===== src/rtl/load_store_queue_pkg.sv =====
// Shared constants for the load/store queue: RoB id width, funct3
// encodings, the IO address region and the FSM state encodings.
package load_store_queue_pkg;

    localparam int ROB_SIZE_WIDTH = 4;

    localparam logic [2:0] F3_LB  = 3'b000;
    localparam logic [2:0] F3_LH  = 3'b001;
    localparam logic [2:0] F3_LW  = 3'b010;
    localparam logic [2:0] F3_LBU = 3'b100;
    localparam logic [2:0] F3_LHU = 3'b101;
    localparam logic [2:0] F3_SB  = 3'b000;
    localparam logic [2:0] F3_SH  = 3'b001;
    localparam logic [2:0] F3_SW  = 3'b010;

    // Value of addr[17:16] that marks memory-mapped IO
    localparam logic [1:0] IO_REGION = 2'b11;

    localparam logic [1:0] ST_IDLE  = 2'b00;
    localparam logic [1:0] ST_WAIT  = 2'b01;
    localparam logic [1:0] ST_DRAIN = 2'b10;

    function automatic logic is_io(input logic [1:0] region);
        return region == IO_REGION;
    endfunction

endpackage


===== src/rtl/load_store_queue_if.sv =====
// Memory/cache port of the load/store queue. master = LSQ, slave = memory.
interface load_store_queue_if;
    logic        mem_req;
    logic        mem_we;
    logic [31:0] mem_addr;
    logic [1:0]  mem_size;
    logic [31:0] mem_wdata;
    logic        mem_ack;
    logic [31:0] mem_rdata;

    modport master (output mem_req, mem_we, mem_addr, mem_size, mem_wdata,
                    input  mem_ack, mem_rdata);
    modport slave  (input  mem_req, mem_we, mem_addr, mem_size, mem_wdata,
                    output mem_ack, mem_rdata);
endinterface


===== src/rtl/load_store_queue_load_align.sv =====
// Combinational data alignment: extends raw load data per funct3 and
// masks store data down to the access size (both right-aligned).
module load_store_queue_load_align
    import load_store_queue_pkg::*;
(
    input  logic [2:0]  funct3,
    input  logic [31:0] rdata,
    input  logic [31:0] v2,
    output logic [31:0] load_val,
    output logic [31:0] store_data
);

    // Sign/zero extension of the returned load data
    always_comb begin
        case (funct3)
            F3_LB:   load_val = {{24{rdata[7]}}, rdata[7:0]};
            F3_LH:   load_val = {{16{rdata[15]}}, rdata[15:0]};
            F3_LBU:  load_val = {24'b0, rdata[7:0]};
            F3_LHU:  load_val = {16'b0, rdata[15:0]};
            F3_LW:   load_val = rdata;
            default: load_val = rdata;
        endcase
    end

    // Store data truncated to the access width
    always_comb begin
        case (funct3)
            F3_SB:   store_data = {24'b0, v2[7:0]};
            F3_SH:   store_data = {16'b0, v2[15:0]};
            F3_SW:   store_data = v2;
            default: store_data = v2;
        endcase
    end

endmodule


===== src/rtl/load_store_queue.sv =====
// In-order load/store queue. Entries snoop the CDB ports, the head entry
// issues to memory once its operands are ready (stores and IO loads only at
// RoB head), and results are broadcast on out_*.
// Optional feature macro: LSQ_DISPATCH_BYPASS_EN (same-cycle CDB capture at dispatch).
module load_store_queue
    import load_store_queue_pkg::*;
#(
    parameter int DEPTH_W = 3,
    parameter int ROB_W   = ROB_SIZE_WIDTH,
    parameter int CDB_N   = 2
) (
    input  logic                   clk,
    input  logic                   rst,
    input  logic                   rdy,
    input  logic                   flush,
    input  logic                   disp_valid,
    input  logic                   disp_store,
    input  logic [2:0]             disp_funct3,
    input  logic [31:0]            disp_imm,
    input  logic [31:0]            disp_v1,
    input  logic [31:0]            disp_v2,
    input  logic                   disp_dep1,
    input  logic                   disp_dep2,
    input  logic [ROB_W-1:0]       disp_q1,
    input  logic [ROB_W-1:0]       disp_q2,
    input  logic [ROB_W-1:0]       disp_rob_id,
    output logic                   full,
    input  logic [CDB_N-1:0]       cdb_valid,
    input  logic [CDB_N*ROB_W-1:0] cdb_rob_id,
    input  logic [CDB_N*32-1:0]    cdb_value,
    input  logic [ROB_W-1:0]       rob_head_id,
    load_store_queue_if.master     mem,
    output logic                   out_valid,
    output logic [ROB_W-1:0]       out_rob_id,
    output logic [31:0]            out_value
);

    localparam int DEPTH = 1 << DEPTH_W;

    typedef struct packed {
        logic             valid;
        logic             store;
        logic [2:0]       funct3;
        logic [31:0]      imm;
        logic [31:0]      v1;
        logic [31:0]      v2;
        logic             dep1;
        logic             dep2;
        logic [ROB_W-1:0] q1;
        logic [ROB_W-1:0] q2;
        logic [ROB_W-1:0] rob_id;
    } entry_t;

    entry_t             ent_q [DEPTH];
    entry_t             ent_d [DEPTH];
    logic [DEPTH_W:0]   head_q, head_d, tail_q, tail_d;
    logic [1:0]         state_q, state_d;
    logic               mem_req_q, mem_req_d, mem_we_q, mem_we_d;
    logic [31:0]        mem_addr_q, mem_addr_d, mem_wdata_q, mem_wdata_d;
    logic [1:0]         mem_size_q, mem_size_d;
    logic               out_valid_q, out_valid_d;
    logic [ROB_W-1:0]   out_rob_id_q, out_rob_id_d;
    logic [31:0]        out_value_q, out_value_d;

    logic [DEPTH_W-1:0] head_idx, tail_idx;
    entry_t             hd;
    logic [31:0]        hd_addr, load_val, store_data;
    logic               hd_ready;

    assign head_idx = head_q[DEPTH_W-1:0];
    assign tail_idx = tail_q[DEPTH_W-1:0];
    assign hd       = ent_q[head_idx];
    assign hd_addr  = hd.v1 + hd.imm;
    // Head may issue: operands present, and either a non-IO load or at RoB head
    assign hd_ready = hd.valid && !hd.dep1 && !hd.dep2 &&
                      ((!hd.store && !is_io(hd_addr[17:16])) || (hd.rob_id == rob_head_id));

    assign full = (state_q == ST_DRAIN) ||
                  ((head_q[DEPTH_W] != tail_q[DEPTH_W]) &&
                   (head_q[DEPTH_W-1:0] == tail_q[DEPTH_W-1:0]));

    load_store_queue_load_align u_align (
        .funct3     (hd.funct3),
        .rdata      (mem.mem_rdata),
        .v2         (hd.v2),
        .load_val   (load_val),
        .store_data (store_data)
    );

    // Next-state: snoop, issue/complete FSM, dispatch, then flush overrides
    always_comb begin
        ent_d        = ent_q;
        head_d       = head_q;
        tail_d       = tail_q;
        state_d      = state_q;
        mem_req_d    = mem_req_q;
        mem_we_d     = mem_we_q;
        mem_addr_d   = mem_addr_q;
        mem_size_d   = mem_size_q;
        mem_wdata_d  = mem_wdata_q;
        out_valid_d  = 1'b0;
        out_rob_id_d = out_rob_id_q;
        out_value_d  = out_value_q;

        // Higher-indexed port is applied last, so it wins on a double match
        if (rdy) begin
            for (int i = 0; i < DEPTH; i++) begin
                for (int p = 0; p < CDB_N; p++) begin
                    if (ent_q[i].valid && cdb_valid[p]) begin
                        if (ent_q[i].dep1 && ent_q[i].q1 == cdb_rob_id[p*ROB_W +: ROB_W]) begin
                            ent_d[i].v1   = cdb_value[p*32 +: 32];
                            ent_d[i].dep1 = 1'b0;
                        end
                        if (ent_q[i].dep2 && ent_q[i].q2 == cdb_rob_id[p*ROB_W +: ROB_W]) begin
                            ent_d[i].v2   = cdb_value[p*32 +: 32];
                            ent_d[i].dep2 = 1'b0;
                        end
                    end
                end
            end
        end

        case (state_q)
            ST_IDLE: begin
                if (rdy && !flush && hd_ready) begin
                    mem_req_d   = 1'b1;
                    mem_we_d    = hd.store;
                    mem_addr_d  = hd_addr;
                    mem_size_d  = hd.funct3[1:0];
                    mem_wdata_d = store_data;
                    state_d     = ST_WAIT;
                end
            end
            ST_WAIT: begin
                if (mem.mem_ack) begin
                    mem_req_d              = 1'b0;
                    ent_d[head_idx].valid  = 1'b0;
                    head_d                 = head_q + 1'b1;
                    state_d                = ST_IDLE;
                    if (!flush) begin
                        out_valid_d  = 1'b1;
                        out_rob_id_d = hd.rob_id;
                        out_value_d  = hd.store ? 32'b0 : load_val;
                    end
                end else if (flush) begin
                    state_d = ST_DRAIN;
                end
            end
            ST_DRAIN: begin
                if (mem.mem_ack) begin
                    mem_req_d = 1'b0;
                    state_d   = ST_IDLE;
                end
            end
            default: state_d = ST_IDLE;
        endcase

        if (rdy && disp_valid && !full && !flush) begin
            ent_d[tail_idx].valid  = 1'b1;
            ent_d[tail_idx].store  = disp_store;
            ent_d[tail_idx].funct3 = disp_funct3;
            ent_d[tail_idx].imm    = disp_imm;
            ent_d[tail_idx].v1     = disp_v1;
            ent_d[tail_idx].v2     = disp_v2;
            ent_d[tail_idx].dep1   = disp_dep1;
            ent_d[tail_idx].dep2   = disp_dep2;
            ent_d[tail_idx].q1     = disp_q1;
            ent_d[tail_idx].q2     = disp_q2;
            ent_d[tail_idx].rob_id = disp_rob_id;
`ifdef LSQ_DISPATCH_BYPASS_EN
            for (int p = 0; p < CDB_N; p++) begin
                if (cdb_valid[p] && disp_dep1 && disp_q1 == cdb_rob_id[p*ROB_W +: ROB_W]) begin
                    ent_d[tail_idx].v1   = cdb_value[p*32 +: 32];
                    ent_d[tail_idx].dep1 = 1'b0;
                end
                if (cdb_valid[p] && disp_dep2 && disp_q2 == cdb_rob_id[p*ROB_W +: ROB_W]) begin
                    ent_d[tail_idx].v2   = cdb_value[p*32 +: 32];
                    ent_d[tail_idx].dep2 = 1'b0;
                end
            end
`endif
            tail_d = tail_q + 1'b1;
        end

        if (flush) begin
            for (int i = 0; i < DEPTH; i++) begin
                ent_d[i].valid = 1'b0;
            end
            head_d = '0;
            tail_d = '0;
        end
    end

    // State registers with synchronous reset
    always_ff @(posedge clk) begin
        if (rst) begin
            for (int i = 0; i < DEPTH; i++) begin
                ent_q[i] <= '0;
            end
            head_q       <= '0;
            tail_q       <= '0;
            state_q      <= ST_IDLE;
            mem_req_q    <= 1'b0;
            mem_we_q     <= 1'b0;
            mem_addr_q   <= '0;
            mem_size_q   <= '0;
            mem_wdata_q  <= '0;
            out_valid_q  <= 1'b0;
            out_rob_id_q <= '0;
            out_value_q  <= '0;
        end else begin
            ent_q        <= ent_d;
            head_q       <= head_d;
            tail_q       <= tail_d;
            state_q      <= state_d;
            mem_req_q    <= mem_req_d;
            mem_we_q     <= mem_we_d;
            mem_addr_q   <= mem_addr_d;
            mem_size_q   <= mem_size_d;
            mem_wdata_q  <= mem_wdata_d;
            out_valid_q  <= out_valid_d;
            out_rob_id_q <= out_rob_id_d;
            out_value_q  <= out_value_d;
        end
    end

    assign mem.mem_req   = mem_req_q;
    assign mem.mem_we    = mem_we_q;
    assign mem.mem_addr  = mem_addr_q;
    assign mem.mem_size  = mem_size_q;
    assign mem.mem_wdata = mem_wdata_q;
    assign out_valid     = out_valid_q;
    assign out_rob_id    = out_rob_id_q;
    assign out_value     = out_value_q;

endmodule


===== src/flat_wrapper.sv =====
// flat-port wrapper written by rule: the top's interface ports become plain ports
module load_store_queue_flat import load_store_queue_pkg::*;
#(
    parameter int DEPTH_W = 3,
    parameter int ROB_W   = ROB_SIZE_WIDTH,
    parameter int CDB_N   = 2
)
  (clk, rst, rdy, flush, disp_valid, disp_store, disp_funct3, disp_imm, disp_v1, disp_v2, disp_dep1, disp_dep2, disp_q1, disp_q2, disp_rob_id, full, cdb_valid, cdb_rob_id, cdb_value, rob_head_id, out_valid, out_rob_id, out_value, mem_mem_req, mem_mem_we, mem_mem_addr, mem_mem_size, mem_mem_wdata, mem_mem_ack, mem_mem_rdata);
  load_store_queue_if mem_i ();
  input  logic clk;
  input  logic rst;
  input  logic rdy;
  input  logic flush;
  input  logic disp_valid;
  input  logic disp_store;
  input  logic [2:0] disp_funct3;
  input  logic [31:0] disp_imm;
  input  logic [31:0] disp_v1;
  input  logic [31:0] disp_v2;
  input  logic disp_dep1;
  input  logic disp_dep2;
  input  logic [ROB_W-1:0] disp_q1;
  input  logic [ROB_W-1:0] disp_q2;
  input  logic [ROB_W-1:0] disp_rob_id;
  output logic full;
  input  logic [CDB_N-1:0] cdb_valid;
  input  logic [CDB_N*ROB_W-1:0] cdb_rob_id;
  input  logic [CDB_N*32-1:0] cdb_value;
  input  logic [ROB_W-1:0] rob_head_id;
  output logic out_valid;
  output logic [ROB_W-1:0] out_rob_id;
  output logic [31:0] out_value;
  output wire logic [$bits(mem_i.mem_req)-1:0] mem_mem_req;
  output wire logic [$bits(mem_i.mem_we)-1:0] mem_mem_we;
  output wire logic [$bits(mem_i.mem_addr)-1:0] mem_mem_addr;
  output wire logic [$bits(mem_i.mem_size)-1:0] mem_mem_size;
  output wire logic [$bits(mem_i.mem_wdata)-1:0] mem_mem_wdata;
  input wire logic [$bits(mem_i.mem_ack)-1:0] mem_mem_ack;
  input wire logic [$bits(mem_i.mem_rdata)-1:0] mem_mem_rdata;
  assign mem_mem_req = mem_i.mem_req;
  assign mem_mem_we = mem_i.mem_we;
  assign mem_mem_addr = mem_i.mem_addr;
  assign mem_mem_size = mem_i.mem_size;
  assign mem_mem_wdata = mem_i.mem_wdata;
  assign mem_i.mem_ack = mem_mem_ack;
  assign mem_i.mem_rdata = mem_mem_rdata;
  load_store_queue #(.DEPTH_W(DEPTH_W), .ROB_W(ROB_W), .CDB_N(CDB_N)) u_core (.clk(clk), .rst(rst), .rdy(rdy), .flush(flush), .disp_valid(disp_valid), .disp_store(disp_store), .disp_funct3(disp_funct3), .disp_imm(disp_imm), .disp_v1(disp_v1), .disp_v2(disp_v2), .disp_dep1(disp_dep1), .disp_dep2(disp_dep2), .disp_q1(disp_q1), .disp_q2(disp_q2), .disp_rob_id(disp_rob_id), .full(full), .cdb_valid(cdb_valid), .cdb_rob_id(cdb_rob_id), .cdb_value(cdb_value), .rob_head_id(rob_head_id), .mem(mem_i), .out_valid(out_valid), .out_rob_id(out_rob_id), .out_value(out_value));
endmodule

===== config.mk =====
export PLATFORM = sky130hd
export DESIGN_NAME = load_store_queue_flat
export DESIGN_NICKNAME = d
export VERILOG_FILES = /design/src/rtl/load_store_queue_pkg.sv /design/src/rtl/load_store_queue_if.sv /design/src/rtl/load_store_queue_load_align.sv /design/src/rtl/load_store_queue.sv /design/src/flat_wrapper.sv
export SDC_FILE = /design/constraint.sdc
export NUM_CORES = 2
export LEC_CHECK = 0
export ABC_AREA = 1
export CAP_MARGIN = 20
export CORE_AREA = 2 2 362 364
export CTS_BUF_LIST = sky130_fd_sc_hd__clkbuf_8 sky130_fd_sc_hd__clkbuf_16
export DETAILED_ROUTE_END_ITERATION = 8
export DIE_AREA = 0 0 364 366
export HOLD_SLACK_MARGIN = 0.06
export PLACE_DENSITY = 0.69
export SYNTH_ARGS = -nofsm -noshare
export SYNTH_HDL_FRONTEND = slang
export SYNTH_HIERARCHICAL = 1
export SYNTH_SLANG_ARGS = --single-unit

===== constraint.sdc =====
create_clock -name clk -period 4.8 [get_ports clk]
set_input_delay 0.96 -clock clk [delete_from_list [all_inputs] [get_ports clk]]
set_output_delay 0.96 -clock clk [all_outputs]
set_load 0.01 [all_outputs]

==> results.ini <==
[timing]
worstMarginPinSlew_ns = 1.18
rsz0062_at_grt = false
setup_violations = 0
finalClockSkew_ns = 0.0634
maxSlewViolCount = 0
hold_viol_final = 0
slew_headroom = 0.210
min_period_ns = 4.44
fin_tns_setup_ns = 0
max_freq_mhz = 225
period_share = 0.925

[drt]
drcViolationCount = 0
vias = 67900
drt_iter0_drc = 11300
wl_per_cell_um = 23.7
wirelength_um = 254000
drtPass1Iterations = 7
ant_nets = 0
viasPerCell = 6.33

[power_and_ir_drop]
vdd_drop_max_mv = 0.297
power.total_mw = 19.9
p_leak_nw = 23.0
power_density_nw_per_um2 = 297

[grt]
gr-total-overflow = 0
grt_pass1_wl_um = 379000
grt.total_usage = 0.364
grt_pass1_vias = 61200
antenna_found_initial = 35
grt_max_degree = 251

[clock_tree]
h-tree-depth = 3
clkTransAtPathRegs_ns = 0.06
cts_buffer_depth = 3
root_buffer = clkbuf_16
hold_buffers = 0
post_cts_buffers = 0
cts_tree = done
cts_made_buffers = 118
clk_latency_ns = 0.80
cts_resized = 0
cts.sinks = 1035

[setup_path]
critical_path.cell_chain = nand2_2, inv_2, buf_4, o21ai_0, o2111ai_1, ha_1, a21oi_1, nand2_1, a21oi_1, nand2_1, nand2_1, nand2_1, nand3_1, nand2_1, nand2_1, nand3_4, clkinv_2, buf_4, nand2_1, a21oi_1
crit_top_cell = nand2_1
cpMaxStageDelayCell = dfxtp_1
cp-start-kind = register
r2r-end = u_core/mem.mem_addr[3]
crit_type = register to register
rrSetupSlack_ns = 0.36
reg2reg_depth = 20
arrival_ns = 5.11
critPathTopFamily = buffers and inverters
critPathBufInv = 4
worstPathMaxFanout = 37
worstReg2RegStart = u_core/head_q[2]
critical_path.max_stage_delay_ns = 0.52
crit_required_ns = 5.47
end_kind = register

[outcome]
status = completed

[floorplan]
io_pins = 336
initial_core_util = 0.457
core_area_um2 = 129000
die_h_um = 366
num_rows = 132
die-area_um2 = 133000
die_w_um = 364

[synth]
netlist_area_um2 = 59000
syn_nets = 9437
synth_top_family_by_area = compound AO/OA/AOI/OAI gates
synth-seq-cells = 1035
synth_edf_count = 0
synth-simple-area-share = 0.162
synthArstFlopShare = 0
synth.area.mux_share = 0
synth.avg_cell_area_um2 = 6.43
yosysSeqAreaShare = 0.351
synth_compound_area_frac = 0.379
synth_xor_area_frac = 0.0107
synth.distinct_cells = 46
synthCells = 9170
ys.flop_type = dfxtp_1
synthAdderAreaFrac = 0.00797
yosysWarnings = 6

[placed_design]
io_buffers = 335
dp_hpwl_um = 153000
gp_congestion = 0.959

[hold_path]
worstHoldPathType = register to register
min_from = u_core/ent_q[233]
hold_path_end = u_core/ent_q[233]
whs_path_depth = 2

[finish]
synthToLayoutAreaGrowth_pct = 13.9
drive_gt1_frac = 0.0471
nets = 9136

[flow_run]
cap_viol_max_count = 0

## cells by family (layout without fill, tap and decap cells)
family | Yosys count | after routing
compound gates | 4257 | 4257
simple gates | 2420 | 2420
buf+inv | 1349 | 1145
flops | 1035 | 1035
xor+xnor | 72 | 72
fa+ha+maj | 37 | 37
other cells | 0 | 24
## worst register-to-register path, cell delays in order, from the launching register on
cell	delay [ns]
dfxtp_1	0.52
nand2_2	0.10
inv_2	0.43
buf_4	0.32
o21ai_0	0.11
o2111ai_1	0.48
ha_1	0.39
a21oi_1	0.22
nand2_1	0.12
a21oi_1	0.18
nand2_1	0.10
nand2_1	0.06
nand2_1	0.10
nand3_1	0.11
nand2_1	0.06
nand2_1	0.13
nand3_4	0.10
clkinv_2	0.11
buf_4	0.36
nand2_1	0.15
a21oi_1	0.16
## cell usage in the layout (no fill, tap or decap), drive strengths merged, types with 19 or more instances in the layout
master | Yosys | routed
diode | 0 | 24
nor4 | 19 | 19
nand2 | 1502 | 1502
o2111ai | 76 | 76
clkinv | 0 | 25
ha | 36 | 36
nor2 | 691 | 691
a31oi | 451 | 451
inv | 436 | 467
nand4 | 50 | 50
xnor2 | 29 | 29
dfxtp | 1035 | 1035
clkbuf | 742 | 150
xor2 | 43 | 43
a21oi | 1316 | 1316
o21ai | 2350 | 2350
buf | 171 | 158
nand3 | 142 | 142
clkdlybuf4s50 | 0 | 334
## how the worst max path moves through the flow
stage,startpoint,endpoint,slack (ns),cells after the start
after global placement,u_core/head_q[2],u_core/mem.mem_addr[27],0.67,23
after CTS,u_core/head_q[0],full,0.42,6
after detailed placement,u_core/head_q[2],u_core/mem.mem_addr[3],0.55,23
final,u_core/head_q[2],u_core/mem.mem_addr[3],0.36,20
after floorplan,u_core/head_q[0],u_core/mem.mem_addr[10],0.83,28
after global routing,u_core/head_q[2],u_core/mem.mem_addr[19],0.09,24
## metrics by stage
| stage | worst slack, ns | std cells | hold WS [ns] | util | cell area, um^2 |
|---|---|---|---|---|---|
| after floorplan | 0.833 | 9170 | 0.424 | - | 59000 |
| after global routing | 0.0875 | 10700 | 0.468 | 0.521 | 67200 |
| after CTS | 0.423 | 10700 | 0.452 | 0.520 | 67100 |
| after detailed placement | 0.547 | 10500 | 0.444 | 0.489 | 63100 |
| after global placement | 0.670 | 10500 | 0.437 | 0.489 | 63100 |
| final | 0.360 | 10700 | 0.450 | 0.521 | 67200 |
## synth_stat cells, drive strengths merged (2+ instances only)
| library cell | count | area share |
|---|---|---|
| o211ai | 17 | 0.0022 |
| o2111a | 3 | 0.00057 |
| buf | 171 | 0.015 |
| o21bai | 7 | 0.00089 |
| inv | 436 | 0.028 |
| o21ai | 2350 | 0.20 |
| and3 | 2 | 0.00021 |
| a21boi | 2 | 0.00025 |
| nand3 | 142 | 0.012 |
| ha | 36 | 0.0076 |
| a21o | 5 | 0.00064 |
| nor3 | 10 | 0.00085 |
| a211oi | 6 | 0.00076 |
| a21oi | 1316 | 0.11 |
| or2 | 2 | 0.00021 |
| clkbuf | 742 | 0.047 |
| a31oi | 451 | 0.048 |
| xor2 | 43 | 0.0064 |
| xnor2 | 29 | 0.0043 |
| nand4 | 50 | 0.0054 |
| nor4 | 19 | 0.0020 |
| dfxtp | 1035 | 0.35 |
| nand2 | 1502 | 0.096 |
| o31ai | 2 | 0.00025 |
| o21a | 3 | 0.00038 |
| o22ai | 5 | 0.00053 |
| nor2 | 691 | 0.045 |
| o2111ai | 76 | 0.011 |
| o221ai | 12 | 0.0018 |
## flip-flops by register name, indices dropped and copies added (netlist names)
| signal | count |
|---|---|
| u_core/mem.mem_size | 2 |
| u_core/mem.mem_wdata | 32 |
| u_core/out_rob_id | 4 |
| u_core/state_q | 2 |
| u_core/head_q | 4 |
| u_core/ent_q | 920 |
| u_core/mem.mem_addr | 32 |
| u_core/out_valid | 1 |
| u_core/mem.mem_req | 1 |
| u_core/tail_q | 4 |
| u_core/out_value | 32 |
| u_core/mem.mem_we | 1 |
## power by group
part / internal [mW] / switching (mW) / total [mW]
Clock: 5.36 / 4.00 / 9.36
Sequential: 8.66 / 0.0417 / 8.70
Combinational: 0.566 / 1.32 / 1.88
## area by class of cell
| class | count | area, um^2 |
|---|---|---|
| Fill cell | 12600 | 61800 |
| Multi-Input combinational cell | 6786 | 33200 |
| Sequential cell | 1035 | 20700 |
| Timing Repair Buffer | 492 | 5350 |
| Clock buffer | 150 | 3420 |
| Tap cell | 1742 | 2180 |
| Inverter | 436 | 1680 |
| Clock inverter | 67 | 582 |
| Antenna cell | 24 | 60.1 |
## per-layer routing
layer	GRT usage	vias up	wire length (um)
met2	0.542	4607	109000
li1	-	31100	-
met1	0.471	31400	96900
met3	0.0801	760	31200
met4	0.239	10	16900
met5	0	-	63
(Power assumes the default switching activity.)
